[src/rtl/pc_fetch_sequencer.sv]
`default_nettype none
// ============================================================================
//  Module   : pc_fetch_sequencer
//  Purpose  : Fetch-stage controller. Decides each cycle whether the PC
//             register is written and with what value (reset vector,
//             sequential increment, branch/jump target or trap vector). It
//             also runs a single-outstanding instruction-memory handshake,
//             holds the PC on stalls, and remembers a redirect that arrives
//             while a fetch is still in flight.
//  Revision : 1.0  initial release
// ----------------------------------------------------------------------------
//  Ports
//    clk          in   clock, rising edge
//    rst          in   asynchronous reset, active low
//    pc_cur       in   current PC register value (fed back)
//    pc_write     out  PC register write enable
//    pc_next      out  value to load into the PC register
//    imem_req     out  instruction fetch request (address = pc_cur)
//    imem_ready   in   fetch complete, instruction valid this cycle
//    stall        in   hazard unit requests an IF hold
//    br_taken     in   branch resolved taken
//    br_target    in   branch target
//    jump         in   jump request
//    jump_target  in   jump target
//    trap         in   exception request
//    fetch_valid  out  instruction accepted into IF/ID this cycle
//    flush        out  one-cycle pulse: discard younger pipeline contents
//    err          out  one-cycle pulse: fetch timeout
//    state_o      out  current state (debug)
// ============================================================================
module pc_fetch_sequencer #(
  parameter int                 PC_SIZE   = 18,
  parameter int                 PC_INC    = 4,
  parameter logic [PC_SIZE-1:0] RESET_VEC = '0,
  parameter logic [PC_SIZE-1:0] TRAP_VEC  = 18'h00100,
  parameter int                 WAIT_MAX  = 15
) (
  input  logic               clk,
  input  logic               rst,
  input  logic [PC_SIZE-1:0] pc_cur,
  output logic               pc_write,
  output logic [PC_SIZE-1:0] pc_next,
  output logic               imem_req,
  input  logic               imem_ready,
  input  logic               stall,
  input  logic               br_taken,
  input  logic [PC_SIZE-1:0] br_target,
  input  logic               jump,
  input  logic [PC_SIZE-1:0] jump_target,
  input  logic               trap,
  output logic               fetch_valid,
  output logic               flush,
  output logic               err,
  output logic [1:0]         state_o
);

  // Counter must be able to hold WAIT_MAX itself.
  localparam int                 c_CNT_W    = (WAIT_MAX < 2) ? 1 : $clog2(WAIT_MAX + 1);
  localparam logic [c_CNT_W-1:0] c_WAIT_MAX = c_CNT_W'(WAIT_MAX);
  localparam logic [c_CNT_W-1:0] c_CNT_ONE  = c_CNT_W'(1);
  localparam logic [PC_SIZE-1:0] c_PC_INC   = PC_SIZE'(PC_INC);

  typedef enum logic [1:0] {
    ST_INIT  = 2'd0,
    ST_FETCH = 2'd1,
    ST_WAIT  = 2'd2,
    ST_HOLD  = 2'd3
  } state_t;

  state_t               r_state;
  state_t               w_state_nxt;
  logic                 r_pend;
  logic                 w_pend_nxt;
  logic [PC_SIZE-1:0]   r_pend_tgt;
  logic [PC_SIZE-1:0]   w_pend_tgt_nxt;
  logic [c_CNT_W-1:0]   r_cnt;
  logic [c_CNT_W-1:0]   w_cnt_nxt;

  logic                 w_redir;
  logic [PC_SIZE-1:0]   w_redir_tgt;
  logic [PC_SIZE-1:0]   w_pc_inc;

  logic                 w_pc_write;
  logic [PC_SIZE-1:0]   w_pc_next;
  logic                 w_imem_req;
  logic                 w_fetch_valid;
  logic                 w_flush;
  logic                 w_err;

  // --------------------------------------------------------------------------
  // Redirect decode: trap beats branch beats jump.
  // --------------------------------------------------------------------------
  assign w_redir     = trap | br_taken | jump;
  assign w_redir_tgt = trap     ? TRAP_VEC  :
                       br_taken ? br_target :
                                  jump_target;

  // Sequential increment wraps naturally at 2^PC_SIZE.
  assign w_pc_inc = pc_cur + c_PC_INC;

  // --------------------------------------------------------------------------
  // State, pending redirect and wait counter registers
  // --------------------------------------------------------------------------
  always_ff @(posedge clk or negedge rst) begin
    if (!rst) begin
      r_state    <= ST_INIT;
      r_pend     <= 1'b0;
      r_pend_tgt <= '0;
      r_cnt      <= '0;
    end else begin
      r_state    <= w_state_nxt;
      r_pend     <= w_pend_nxt;
      r_pend_tgt <= w_pend_tgt_nxt;
      r_cnt      <= w_cnt_nxt;
    end
  end

  // --------------------------------------------------------------------------
  // Next-state and output decode
  // --------------------------------------------------------------------------
  always_comb begin
    w_state_nxt    = r_state;
    w_pend_nxt     = r_pend;
    w_pend_tgt_nxt = r_pend_tgt;
    w_cnt_nxt      = r_cnt;
    w_pc_write     = 1'b0;
    w_pc_next      = '0;
    w_imem_req     = 1'b0;
    w_fetch_valid  = 1'b0;
    w_flush        = 1'b0;
    w_err          = 1'b0;

    case (r_state)
      ST_INIT: begin
        // Redirects are deliberately ignored on the very first cycle.
        w_pc_write     = 1'b1;
        w_pc_next      = RESET_VEC;
        w_pend_nxt     = 1'b0;
        w_cnt_nxt      = '0;
        w_state_nxt    = ST_FETCH;
      end

      ST_FETCH: begin
        w_imem_req = 1'b1;
        if (w_redir) begin
          w_pc_write = 1'b1;
          w_pc_next  = w_redir_tgt;
          w_flush    = 1'b1;
          if (!imem_ready) begin
            // Old request still outstanding: let it drain in WAIT, then
            // reload the target so the new address is fetched afterwards.
            w_pend_nxt     = 1'b1;
            w_pend_tgt_nxt = w_redir_tgt;
            w_cnt_nxt      = c_CNT_ONE;
            w_state_nxt    = ST_WAIT;
          end
        end else if (imem_ready && stall) begin
          w_state_nxt = ST_HOLD;
        end else if (imem_ready) begin
          w_fetch_valid = 1'b1;
          w_pc_write    = 1'b1;
          w_pc_next     = w_pc_inc;
        end else begin
          w_cnt_nxt   = c_CNT_ONE;
          w_state_nxt = ST_WAIT;
        end
      end

      ST_WAIT: begin
        w_imem_req = 1'b1;
        if (!imem_ready && (r_cnt >= c_WAIT_MAX)) begin
          // Timeout wins over any redirect arriving in the same cycle.
          w_err       = 1'b1;
          w_flush     = 1'b1;
          w_pc_write  = 1'b1;
          w_pc_next   = TRAP_VEC;
          w_pend_nxt  = 1'b0;
          w_cnt_nxt   = '0;
          w_state_nxt = ST_FETCH;
        end else if (imem_ready && w_redir) begin
          // Completion coincides with a fresh redirect: the fresh one is
          // the youngest decision, so it supersedes any pending target.
          w_flush     = 1'b1;
          w_pc_write  = 1'b1;
          w_pc_next   = w_redir_tgt;
          w_pend_nxt  = 1'b0;
          w_cnt_nxt   = '0;
          w_state_nxt = ST_FETCH;
        end else if (w_redir) begin
          w_flush        = 1'b1;
          w_pend_nxt     = 1'b1;
          w_pend_tgt_nxt = w_redir_tgt;
          w_cnt_nxt      = r_cnt + c_CNT_ONE;
        end else if (imem_ready && r_pend) begin
          w_pc_write  = 1'b1;
          w_pc_next   = r_pend_tgt;
          w_pend_nxt  = 1'b0;
          w_cnt_nxt   = '0;
          w_state_nxt = ST_FETCH;
        end else if (imem_ready) begin
          w_cnt_nxt = '0;
          if (stall) begin
            w_state_nxt = ST_HOLD;
          end else begin
            w_fetch_valid = 1'b1;
            w_pc_write    = 1'b1;
            w_pc_next     = w_pc_inc;
            w_state_nxt   = ST_FETCH;
          end
        end else begin
          w_cnt_nxt = r_cnt + c_CNT_ONE;
        end
      end

      ST_HOLD: begin
        // No request is outstanding here, so a redirect can be applied
        // directly, as if the memory had already completed.
        if (w_redir) begin
          w_flush     = 1'b1;
          w_pc_write  = 1'b1;
          w_pc_next   = w_redir_tgt;
          w_pend_nxt  = 1'b0;
          w_state_nxt = ST_FETCH;
        end else if (!stall) begin
          // PC was not advanced, so FETCH re-requests the same address.
          w_state_nxt = ST_FETCH;
        end
      end

      default: begin
        w_state_nxt = ST_INIT;
      end
    endcase
  end

  // --------------------------------------------------------------------------
  // Outputs: forced to zero while reset is held, including the INIT write.
  // --------------------------------------------------------------------------
  assign pc_write    = rst & w_pc_write;
  assign pc_next     = rst ? w_pc_next : '0;
  assign imem_req    = rst & w_imem_req;
  assign fetch_valid = rst & w_fetch_valid;
  assign flush       = rst & w_flush;
  assign err         = rst & w_err;
  assign state_o     = r_state;

endmodule
`default_nettype wire

[config.mk]
export PLATFORM = sky130hd
export DESIGN_NAME = pc_fetch_sequencer
export DESIGN_NICKNAME = d
export VERILOG_FILES = /design/src/rtl/pc_fetch_sequencer.sv
export SDC_FILE = /design/constraint.sdc
export NUM_CORES = 1
export LEC_CHECK = 0
export BUFFER_PORTS_ARGS = -buffer_cell sky130_fd_sc_hd__buf_4
export CAP_MARGIN = 20
export CORE_AREA = 2 2 69 77
export CTS_BUF_LIST = sky130_fd_sc_hd__clkbuf_16
export DETAILED_ROUTE_END_ITERATION = 8
export DIE_AREA = 0 0 71 79
export GPL_TIMING_DRIVEN = 1
export PLACE_DENSITY_LB_ADDON = 0.2
export SLEW_MARGIN = 20
export SYNTH_ARGS = -nofsm -noshare
export SYNTH_HDL_FRONTEND = slang
export SYNTH_SLANG_ARGS = --single-unit
export TNS_END_PERCENT = 5
[constraint.sdc]
create_clock -name clk -period 2.3 [get_ports clk]
set_input_delay 0.345 -clock clk [delete_from_list [all_inputs] [get_ports clk]]
set_output_delay 0.345 -clock clk [all_outputs]
set_load 0.05 [all_outputs]
-- After elaboration in Yosys (flattened, before gate mapping)
Cells that the tools add are included.
- bits in registers: 25
- latch bits: 0
- memory bits (read-only): 0
- RAM bits: 0
- memories: 0
- logic and storage cells: 114
- magnitude comparators: 1
- shifts and indexed selects: 0
- reduce and logical (&&, ||, !) cells: 14
- equality and inequality tests: 14
- add/subtract/negate cells: 2
- multiplexer cells: 72
- bitwise gates (word level): 7
- multiply operators: 0
- divide/modulo/power cells: 0
- operator list (operator ; number):
    $mux 18 ; 18
    $pmux 18 s4 ; 1
    $pmux 18 s2 ; 1
    $mux 4 ; 8
    $mux 1 ; 27
    $mux 2 ; 11
    $add 18x3->18 const B ; 1
    $ne 2x2->1 const B ; 6
    $pmux 4 s3 ; 1
    $ne 5x5->1 const B ; 2
    $pmux 1 s4 ; 2
    $pmux 2 s4 ; 1
    $ne 3x3->1 const B ; 2
    $reduce_and 6->1 ; 1
    $and 1x1->1 ; 5
    $add 4x1->4 const B ; 1
    $eq 2x2->1 const B ; 2
    $ge 4x4->1 const B ; 1
    $logic_and 1x1->1 ; 4
    $ne 4x4->1 const B ; 1
    $pmux 1 s2 ; 2
    $reduce_and 4->1 ; 1
    $reduce_or 2->1 ; 2
    $reduce_and 3->1 ; 1
    7 further kinds ; 8

-- Longest topological paths before layout
Gate-level depths: netlist of run 1.
- depth after elaboration: 9
- gate-level depth with buffers: 8
- mapped depth without buffers: 7

-- Worst setup path after synthesis of run 1
No wires, ideal clock.
- path kind: register to output
- start: reg r_state[1], in the netlist state_o[1]
- end: out pc_next[8]
- buffers on the path: 1
- arrival: 2840 ps
- data required time: 1955 ps
- cell stages (with the launch flop): 7
- path slack: -885 ps
- path through: dfrtp_1 inv_1 ha_1 clkbuf_1 o21a_1 nand2_1 o311ai_1
- cells in the longest elaborated chain, start to end: 3
- elaborated cells on any way between the ends: 6
- classes of those cells: eq/ne (3); mux (2); reduce/logical (1)
- RTL lines (item ; RTL line ; RTL):
    start: declaration ; 70 ; state_t r_state;
    start signal: assignment ; 111 ; r_state <= w_state_nxt;
    $eq 2x2->1, or another cell as far along ; 133 ; case (r_state)
    $pmux 18 s4 * ; 133 ;
    $mux 18 * ; 240 ; assign pc_next = rst ? w_pc_next : '0;
    end: declaration ; 42 ; output logic [PC_SIZE-1:0] pc_next,
Every way passes the cells marked *; elsewhere a longest branch is shown, timed or not.

-- Worst setup path in the final report of run 1
- start: reg r_state[0], in the netlist state_o[0]
- end: out pc_next[5]
The elaborated chain is that of the path after synthesis.

==> impl_metrics.ini, run 1 <==
[job]
maxCapViolCount = 0

[timing]
finalMaxSlewViolations = 0
layout_min_cycle_time_ns = 2.394
worstMarginPinSlew_ns = 0.5263
max_freq_mhz = 417.6
fin_ws_ns = -0.09437
skew_ns = 0.003929
final-hold-violation-count = 0
rsz0062_at_grt = true
finalSetupViolCount = 9
max_slew_margin_pct = 64.91
post-route-period-util_pct = 104.1
fin_tns_setup_ns = -0.5506

[worst_hold_path]
hp-start = br_target[8]
hold_class = primary input to flop

[pwr]
p_total_uw = 3521
p_leak_uw = 0.001581
power_density_mw_per_mm2 = 981.4
vdd_drop_max_mv = 0.6318

[layout]
seqCellArea_um2 = 628.1
drive_above_1_share_pct = 46.40
diodes = 0
syn_to_final_growth_pct = 52.26
multiInputGateArea_mm2 = 0.001879
layout_common_cells = 89 x buf_4, 35 x nor2_1, 23 x dfrtp_1, 19 x nand2_1, 17 x mux2i_1
fin_cells = 433
num-fill-cells = 387
layout.nets = 444
final_common_cell = buf_4

[synthesis]
synth_simple_gate_area_share_pct = 21.40
synth_top_family_by_area = simple AND/OR/NAND/NOR gates
async_reset_ff_share_pct = 100.0
synthDistinctLibCells = 49
synthAdderAreaFrac_pct = 3.717
synth.avg_cell_area_um2 = 8.505
ys.flop_type = dfrtp_1
synth.top_cells.by_area = dfrtp_1 27%, nor2_1 7.3%, mux2i_1 7.2%
synth_mux_area_share_pct = 17.58
syn-cell-area_mm2 = 0.002356
synth_xor_area_share_pct = 4.833
synth_seq_cells = 25
synthCells = 277
synth_compound_area_share_pct = 20.66
yosysTopAreaCellShare_pct = 26.55
yosysWarningCount = 0
synth_edf_count = 0
yosys.area.top_type = dfrtp_1
ys_seq_area_share_pct = 26.55
synth_fp_nets = 345

[placed_design]
post-dp-hpwl_um = 5415
place_inst = 422
routabilityCongestion = 0.8938
port_buffers = 85
post-place-ws_ns = -0.07145

[detailed_routing]
drc_errors = 0
dr_wl_met3_um = 477
routed.top_layer = met4
route.met2.wl_um = 4056
wl_per_cell_um = 17.46
vias = 2613
drtIter0Drc = 253
first_pass_iters = 7
wl_met1_um = 2904
postRouteAntennaNets = 0
viasPerCell = 6.035
wirelength_um = 7559

[global_routing]
grt_max_degree = 25
grt_pass1_wl_um = 12260
grt_pass1_vias = 2584
grt_remaining_overflow = 0
antenna_found_initial = 0
grt_usage_pct = 27.13

[clock_network]
cts_tree = yes
clk_latency_ns = 0.26
cts_root_buf = clkbuf_16
cts.sinks = 25
cts_buffers = 3
clkTransAtPathRegs_ns = 0.07
clockBufferDepth = 2
htreeDepth = 1

[worst_setup_path]
r2r-start = state_o[0]
crit_path_max_fanout = 7
crit_start = state_o[0]
critical_path_class = flop to output port
endpoint_kind = output port
critPathRequiredTime_ns = 1.96
start_kind = flop
arrival_ns = 2.05

[die]
die_x_um = 71
initial_utilization_pct = 48.10
ios = 86
die-area_mm2 = 0.005609
die_h_um = 79
fp-row-count = 27
core_mm2 = 0.004898

[status]
status = finished with violations
failed_checks = negative setup slack
area by class of cell:
| cell class | instances | share of cell area (%) |
|---|---|---|
| Timing Repair Buffer | 108 | 25.15 |
| Inverter | 7 | 0.7325 |
| Multi-Input combinational cell | 231 | 52.39 |
| Clock inverter | 1 | 0.1046 |
| Tap cell | 58 | 2.023 |
| Sequential cell | 25 | 17.51 |
| Clock buffer | 3 | 2.093 |
critical path: stages, from the launching register on:
cell and delay (ns):
dfrtp_2 0.42, inv_2 0.07, ha_4 0.18, and2_4 0.18, and3_4 0.21, a222oi_1 0.52, nor2_4 0.04, buf_6 0.16
worst paths after layout:
| kind | slack (ns) | depth (start not counted) | end |
|---|---|---|---|
| setup / recovery | -0.09 | 7 | pc_next[5] |
| hold / removal | 0.43 | 3 | r_pend_tgt[8] |
| setup reg to reg | 0.30 | 8 | r_pend_tgt[9] |
| hold reg to reg | 0.51 | 1 | r_pend_tgt[5] |
| max in group asynchronous | 1.41 | 3 | state_o[0] |
| min in group asynchronous | 0.45 | 2 | r_pend |
flip-flops by register name (all words and copies together) (netlist names):
signal and cells:
r_pend 1, r_pend_tgt 18, r_cnt 4, state_o 2
power breakdown:
group          switching, uW  total, uW  internal [uW]  leakage, uW
Combinational           1320       2380           1060      0.00122
Sequential               142        748            606     0.000320
Clock                    162        395            233    0.0000423
Total                   1630       3520           1890      0.00158
through the flow:
| step | hold slack [ns] | area, um^2 | utilization (%) |
|---|---|---|---|
| 2_1_floorplan | 0.04941 | 2519 | - |
| 3_3_place_gp | 0.1842 | 3291 | 67.18 |
| 3_5_place_dp | 0.1849 | 3291 | 67.18 |
| 4_1_cts | 0.4284 | 3528 | 72.03 |
| 5_1_grt | 0.4524 | 3587 | 73.23 |
| 6_report | 0.4317 | 3587 | 73.23 |
timing repair:
action                                  CTS  global route
pin swaps                                11             4
gates cloned                              2             0
endpoints found under the setup margin   17            21
buffers inserted                          4             0
gates resized for setup                  24            15
hold buffers                              1             0
endpoints found under the hold margin     6             0
metal layers:
metal	GRT usage, %	up-vias
li1	-	1232
met1	31.88	1244
met5	0	-
met3	4.442	18
met2	50.28	119
met4	7.925	0
cells by family after synthesis:
kind of cell             after synthesis
flip-flops                            25
adder cells (fa/ha/maj)                7
AND/OR/NAND/NOR                      106
multiplexers                          36
XOR/XNOR                              13
AO/OA/AOI/OAI                         67
buffers and inverters                 23
cell usage after synthesis, types with 2 or more instances:
cell,n
xnor2_1,3
o21a_1,3
nand4_1,4
a31oi_1,4
a21oi_1,11
o31a_1,2
nor4_1,3
nand3_1,7
a222oi_1,8
and2_1,5
nor2b_1,4
and3_1,2
nor2_1,46
o211ai_1,3
xor2_1,10
mux2i_1,17
buf_6,2
buf_2,6
a32o_1,2
ha_1,7
dfrtp_1,25
a22oi_1,11
inv_1,7
o22ai_1,4
mux2_2,10
o21ai_0,10
nor3_1,7
mux2_4,8
clkbuf_1,5
nand2b_1,2
a21boi_0,2
nand2_1,20
(Power assumes the default switching activity.)
==> run 2, diff against run 1 <==
Settings changed: CELL_PAD_IN_SITES_DETAIL_PLACEMENT from default to 2, CELL_PAD_IN_SITES_GLOBAL_PLACEMENT from default to 2, CORE_AREA 2 2 69 77 to 2 2 91 102, DIE_AREA 0 0 71 79 to 0 0 93 104.
==> run 2 against run 1 <==
Net effect: the run still ends with negative setup slack left; via count increased by 2.8%; sequential power shrank 0.5%; clock power increased by 4%; wire length is 34% higher; critical path type unchanged; largest power group unchanged; sequential share of layout area is 1.1 points lower; register-to-register slack worse by 0.09 ns; setup slack lost 0.093 ns; worst hold slack got worse by 0.29 ns.
==> impl_metrics.ini, run 2 (same netlist as run 1, synthesis figures left out) <==
[timing]
finalSetupViolCount = 13
max_slew_margin_pct = 69.43
skew_ns = 0.001915
fin_ws_ns = -0.1877
layout_min_cycle_time_ns = 2.488
finalMaxSlewViolations = 0
final-hold-violation-count = 0
post-route-period-util_pct = 108.2
max_freq_mhz = 402.0
fin_tns_setup_ns = -1.536
worstMarginPinSlew_ns = 0.4570
rsz0062_at_grt = true

[worst_setup_path]
critPathRequiredTime_ns = 1.96
r2r_end = r_pend_tgt[4]
arrival_ns = 2.14
reg2reg_depth = 8
slowest_delay_ns = 0.45
timing.reg2reg.setup_slack_ns = 0.21
endpoint_kind = output port
worstPathCellList = inv_4 -> ha_4 -> nor2b_4 -> o21a_4 -> buf_2 -> a222oi_1 -> buf_4 -> nor2_4 -> buf_4
crit_top_cell = buf_4
crit_path_max_fanout = 5
r2r-start = state_o[0]
critical_path_class = flop to output port
crit_path_top_delay_cell = dfrtp_2
start_kind = flop

[clock_network]
cts_tree = yes
clockBufferDepth = 2
htreeDepth = 1
cts_root_buf = clkbuf_16
cts_buffers = 3
cts.sinks = 25
clk_latency_ns = 0.26
clkTransAtPathRegs_ns = 0.07

[detailed_routing]
drtIter0Drc = 124
postRouteAntennaNets = 0
viasPerCell = 5.300
wirelength_um = 10150
wl_per_cell_um = 20.01
vias = 2687
drc_errors = 0
first_pass_iters = 5

[layout]
top_register = r_pend_tgt
num-fill-cells = 984
final_common_cell = buf_4
layout.nets = 462
largest_register_ffs = 18
layout_common_cells = 103 x buf_4, 34 x nor2_1, 23 x dfrtp_1, 19 x nand2_1, 19 x buf_6
seqCellArea_um2 = 628.1
fin_cells = 507
multiInputGateArea_mm2 = 0.001881
diodes = 0
final_util_pct = 44.37
syn_to_final_growth_pct = 62.88
drive_above_1_share_pct = 50.13

[die]
initial_utilization_pct = 27.24
die_x_um = 93
core_mm2 = 0.008648
die-area_mm2 = 0.009672
ios = 86
fp-row-count = 36
die_h_um = 104

[job]
maxCapViolCount = 0

[pwr]
power_density_mw_per_mm2 = 979.5
vdd_drop_max_mv = 0.4344
p_leak_uw = 0.001686

[placed_design]
place_inst = 495
post-dp-hpwl_um = 7566
post-place-ws_ns = -0.04966
port_buffers = 85
routabilityCongestion = 0.8232

[status]
status = finished with violations
failed_checks = negative setup slack

[global_routing]
grt_max_degree = 25
antenna_found_initial = 0
grt_remaining_overflow = 0
grt_usage_pct = 21.04
grt_pass1_vias = 3014
grt_pass1_wl_um = 16170

[worst_hold_path]
hold_class = primary input to asynchronous set/reset pin
## run 2: worst max path at each step
stage | cells past startpoint | end | start | slack [ns]
global placement | 9 | pc_next[5] | state_o[0] | 0.001
global route | 8 | pc_next[13] | state_o[0] | -0.28
CTS | 9 | pc_next[14] | state_o[1] | -0.21
detailed placement | 9 | pc_next[14] | pc_cur[2] | -0.05
floorplan | 6 | pc_next[8] | state_o[1] | -0.1
finish | 9 | pc_next[6] | state_o[0] | -0.19
## run 2: cell type report
type	instances	share of cell area (%)
clock inverter	1	0.1304
tap	114	3.717
clock buffer	3	1.956
multi-input combinational	229	49.01
sequential	25	16.37
timing repair buffer	128	28.07
inverter	7	0.7499
## run 2: report_power, final
part	leakage (uW)	internal [uW]	switching, uW
clock network	0.0000409	235	176
registers	0.000320	605	139
logic	0.00133	1170	1430
total	0.00169	2010	1750
## run 2: worst max-delay path, delay by kind of cell (launching register included)
kind	cells	cell delay, ns
fa+ha+maj	1	0.18
buf+inv	4	0.58
simple gates	2	0.16
flops	1	0.45
compound gates	2	0.50
## run 2: routing by layer
metal | routed length, um | track usage [%] | up-vias
met2 | 5454 | 39.03 | 65
li1 | - | - | 1258
met4 | 155 | 5.882 | 0
met1 | 4175 | 24.99 | 1354
met3 | 362 | 2.681 | 10
met5 | 0 | 0 | -
## run 2: repair_timing
item | 4_1_cts | 5_1_grt
endpoints found under the setup margin | 20 | 20
hold endpoints to repair | 8 | 0
cloned | 1 | 0
hold buffers | 1 | 0
resized for setup | 36 | 16
setup buffers | 3 | 3
pin swaps | 6 | 8
## run 2: per-stage QoR
step | cell area [um^2] | power, uW | hold WS, ns
3_3_place_gp | 3488 | 2991 | 0.2084
3_5_place_dp | 3488 | 3061 | 0.2079
4_1_cts | 3741 | 3645 | 0.1417
6_report | 3837 | 3759 | 0.1426
2_1_floorplan | 2519 | 2214 | 0.04941
5_1_grt | 3837 | 3966 | 0.1630
==> run 3, diff against run 2 <==
Settings changed: ABC_AREA from default to 1, CORE_AREA 2 2 91 102 to 2 2 103 105, DIE_AREA 0 0 93 104 to 0 0 105 107.
==> run 3 against run 2 <==
Net effect: the run still ends with negative setup slack left; global-route usage down 1.5 points; combinational power down 22%; sequential power down 3.1%; fmax up 7.9%; largest power group unchanged.
==> impl_metrics.ini, run 3 <==
[synthesis]
synth_edf_count = 0
ys_seq_area_share_pct = 24.43
synth.avg_cell_area_um2 = 6.113
synthAdderAreaFrac_pct = 3.420
async_reset_ff_share_pct = 100.0
synth_compound_area_share_pct = 18.86
post-synth-top-count-cell = nand2_1
synth_common_cells = 115 x nand2_1, 72 x nor2_1, 42 x inv_1
synth.top_cells.by_area = dfrtp_1 24%, nand2_1 17%, nor2_1 11%
synth_xor_area_share_pct = 2.736
synthCells = 419
synth_seq_cells = 25
yosys.area.top_type = dfrtp_1
ys.flop_type = dfrtp_1
synth_simple_gate_area_share_pct = 39.08
yosysWarningCount = 0
synth_mux_area_share_pct = 0
syn-cell-area_mm2 = 0.002561
synth_fp_nets = 487
synth_top_family_by_area = simple AND/OR/NAND/NOR gates
synthDistinctLibCells = 37
yosysTopAreaCellShare_pct = 24.43

[global_routing]
grt_pass1_wl_um = 17600
grt_max_degree = 27
grt_pass1_vias = 3382
grt_remaining_overflow = 0
antenna_found_initial = 0
grt_usage_pct = 19.50

[timing]
worstMarginPinSlew_ns = 0.5062
fin_hold_ws_ns = 0.1119
max_slew_margin_pct = 65.90
fin_ws_ns = -0.004528
finalMaxSlewViolations = 0
skew_ns = 0.002692
fin_tns_setup_ns = -0.004528
rsz0062_at_grt = true
final-hold-violation-count = 0
max_freq_mhz = 433.9
post-route-period-util_pct = 100.2
layout_min_cycle_time_ns = 2.305
finalSetupViolCount = 1

[layout]
syn_to_final_growth_pct = 50.02
stdcell_area_mm2 = 0.003842
seqCellArea_um2 = 626.9
final_common_cell = nand2_1
largest_register_ffs = 18
diodes = 0
final_util_pct = 38.07
multiInputGateArea_mm2 = 0.001810
layout.nets = 598
layout_common_cells = 113 x nand2_1, 98 x buf_4, 64 x nor2_1, 34 x inv_1, 28 x o21ai_0
top_register = r_pend_tgt
drive_above_1_share_pct = 36.86
num-fill-cells = 1293

[pwr]
power_density_mw_per_mm2 = 812.0
combPwrFrac_pct = 64.9
p_sw_share_pct = 50.74
p_int_uw = 1537
clkPwrFrac_pct = 12.0
p_seq_share_pct = 23.1
vdd_drop_max_mv = 0.2768
p_total_uw = 3120
p_leak_uw = 0.001931
p_sw_uw = 1583

[detailed_routing]
drc_errors = 0
postRouteAntennaNets = 0
wirelength_um = 11070
drtIter0Drc = 117
routed.top_layer = met4
route.met2.wl_um = 5221
wl_met1_um = 5335
vias = 3163
viasPerCell = 4.756
first_pass_iters = 4
wl_per_cell_um = 16.64
dr_wl_met3_um = 426

[die]
initial_utilization_pct = 25.38
fp-row-count = 37
die_x_um = 105
die-area_mm2 = 0.01124
die_h_um = 107
core_mm2 = 0.01009
ios = 86

[placed_design]
placed_cell_area_mm2 = 0.003501
routabilityCongestion = 0.8732
port_buffers = 85
post-dp-hpwl_um = 8992

[clock_network]
htreeDepth = 1
cts_buffers = 3
cts_root_buf = clkbuf_16
cts_tree = yes
cts.sinks = 25
clkTransAtPathRegs_ns = 0.06
clockBufferDepth = 2
clk_latency_ns = 0.25
hold_buffers = 0

[worst_setup_path]
crit_path_max_fanout = 7
reg2reg_depth = 13
critPathRequiredTime_ns = 1.96
arrival_ns = 1.96
crit_path_top_delay_cell = dfrtp_1
slowest_delay_ns = 0.38
crit_top_cell = nand2_4
endpoint_kind = output port
start_kind = flop
critical_path_class = flop to output port
worstPathCellList = ha_2 -> nand2_2 -> inv_2 -> nand3_4 -> nand2_4 -> nor2_8 -> nand2_4 -> nand2_4 -> buf_4 -> nand3_2 -> a21oi_2 -> buf_6

[worst_hold_path]
hold_class = primary input to asynchronous set/reset pin

[job]
maxCapViolCount = 0

[status]
status = finished with violations
failed_checks = negative setup slack
-- run 3: cell types whose count changed after synthesis, sizes merged, moves of 10 or more --
cell   delta
nand2   +102
inv      +40
o21ai    +34
nor2     +29
nand3    +22
mux2     -19
mux2i    -17
a21oi    +12
a22oi    -10
-- run 3: through the flow --
stage          setup slack [ns]  instances
2_1_floorplan           -0.3184        419
3_3_place_gp             0.1258        651
3_5_place_dp          0.0008038        651
4_1_cts                -0.02841        662
5_1_grt                 -0.1275        665
6_report              -0.004528        665
-- run 3: layout make-up --
cell class / count / share of cell area (%)
well taps: 136 / 4.429
clock inverters: 1 / 0.09769
multi-input cells: 333 / 47.12
flip-flops and latches: 25 / 16.31
inverters: 48 / 4.787
clock buffers: 3 / 1.954
repair buffers: 119 / 25.30
-- run 3: final timing paths --
kind                                 from        endpoint  slack [ns]
min in group clk            br_target[10]  r_pend_tgt[10]        0.45
max reg2reg                    state_o[0]   r_pend_tgt[5]        0.25
max in group asynchronous             rst      state_o[0]        1.92
max                              r_cnt[0]     pc_next[16]      -0.005
min reg2reg                r_pend_tgt[10]  r_pend_tgt[10]        0.49
min                                   rst        r_cnt[3]        0.11
-- run 3: critical path, delay by kind of cell (launching register included) --
| kind | cells | cell delay, ns |
|---|---|---|
| buffers and inverters | 3 | 0.35 |
| DFF | 1 | 0.38 |
| AOI/OAI and AO/OA | 1 | 0.17 |
| and+or+nand+nor | 7 | 0.59 |
| adders and majority gates | 1 | 0.20 |
-- run 3: routing by layer --
layer	global-route usage, %	vias up
met5	0	-
met4	3.429	0
met3	1.702	4
met2	33.02	77
met1	27.34	1521
li1	-	1561
-- run 3: logic make-up (layout without fill, tap and decap cells) --
logic type,after synthesis,in the layout
simple gates,235,236
buf+inv,62,171
flops,25,25
xor+xnor,8,8
fa+ha+maj,7,7
compound gates,82,82
-- run 3: power by group through the flow --
stage          clock (uW)  combinational (uW)  sequential [uW]
2_1_floorplan           0                1250              730
3_3_place_gp            0                1800              704
3_5_place_dp            0                1860              718
4_1_cts               391                1980              716
5_1_grt               407                2220              738
6_report              375                2020              721
-- run 3: what timing repair did --
| item | in CTS | in global routing |
|---|---|---|
| pin swaps | 10 | 12 |
| setup endpoints to repair | 21 | 20 |
| setup buffers | 6 | 4 |
| cloned | 1 | 0 |
| resized for setup | 37 | 23 |
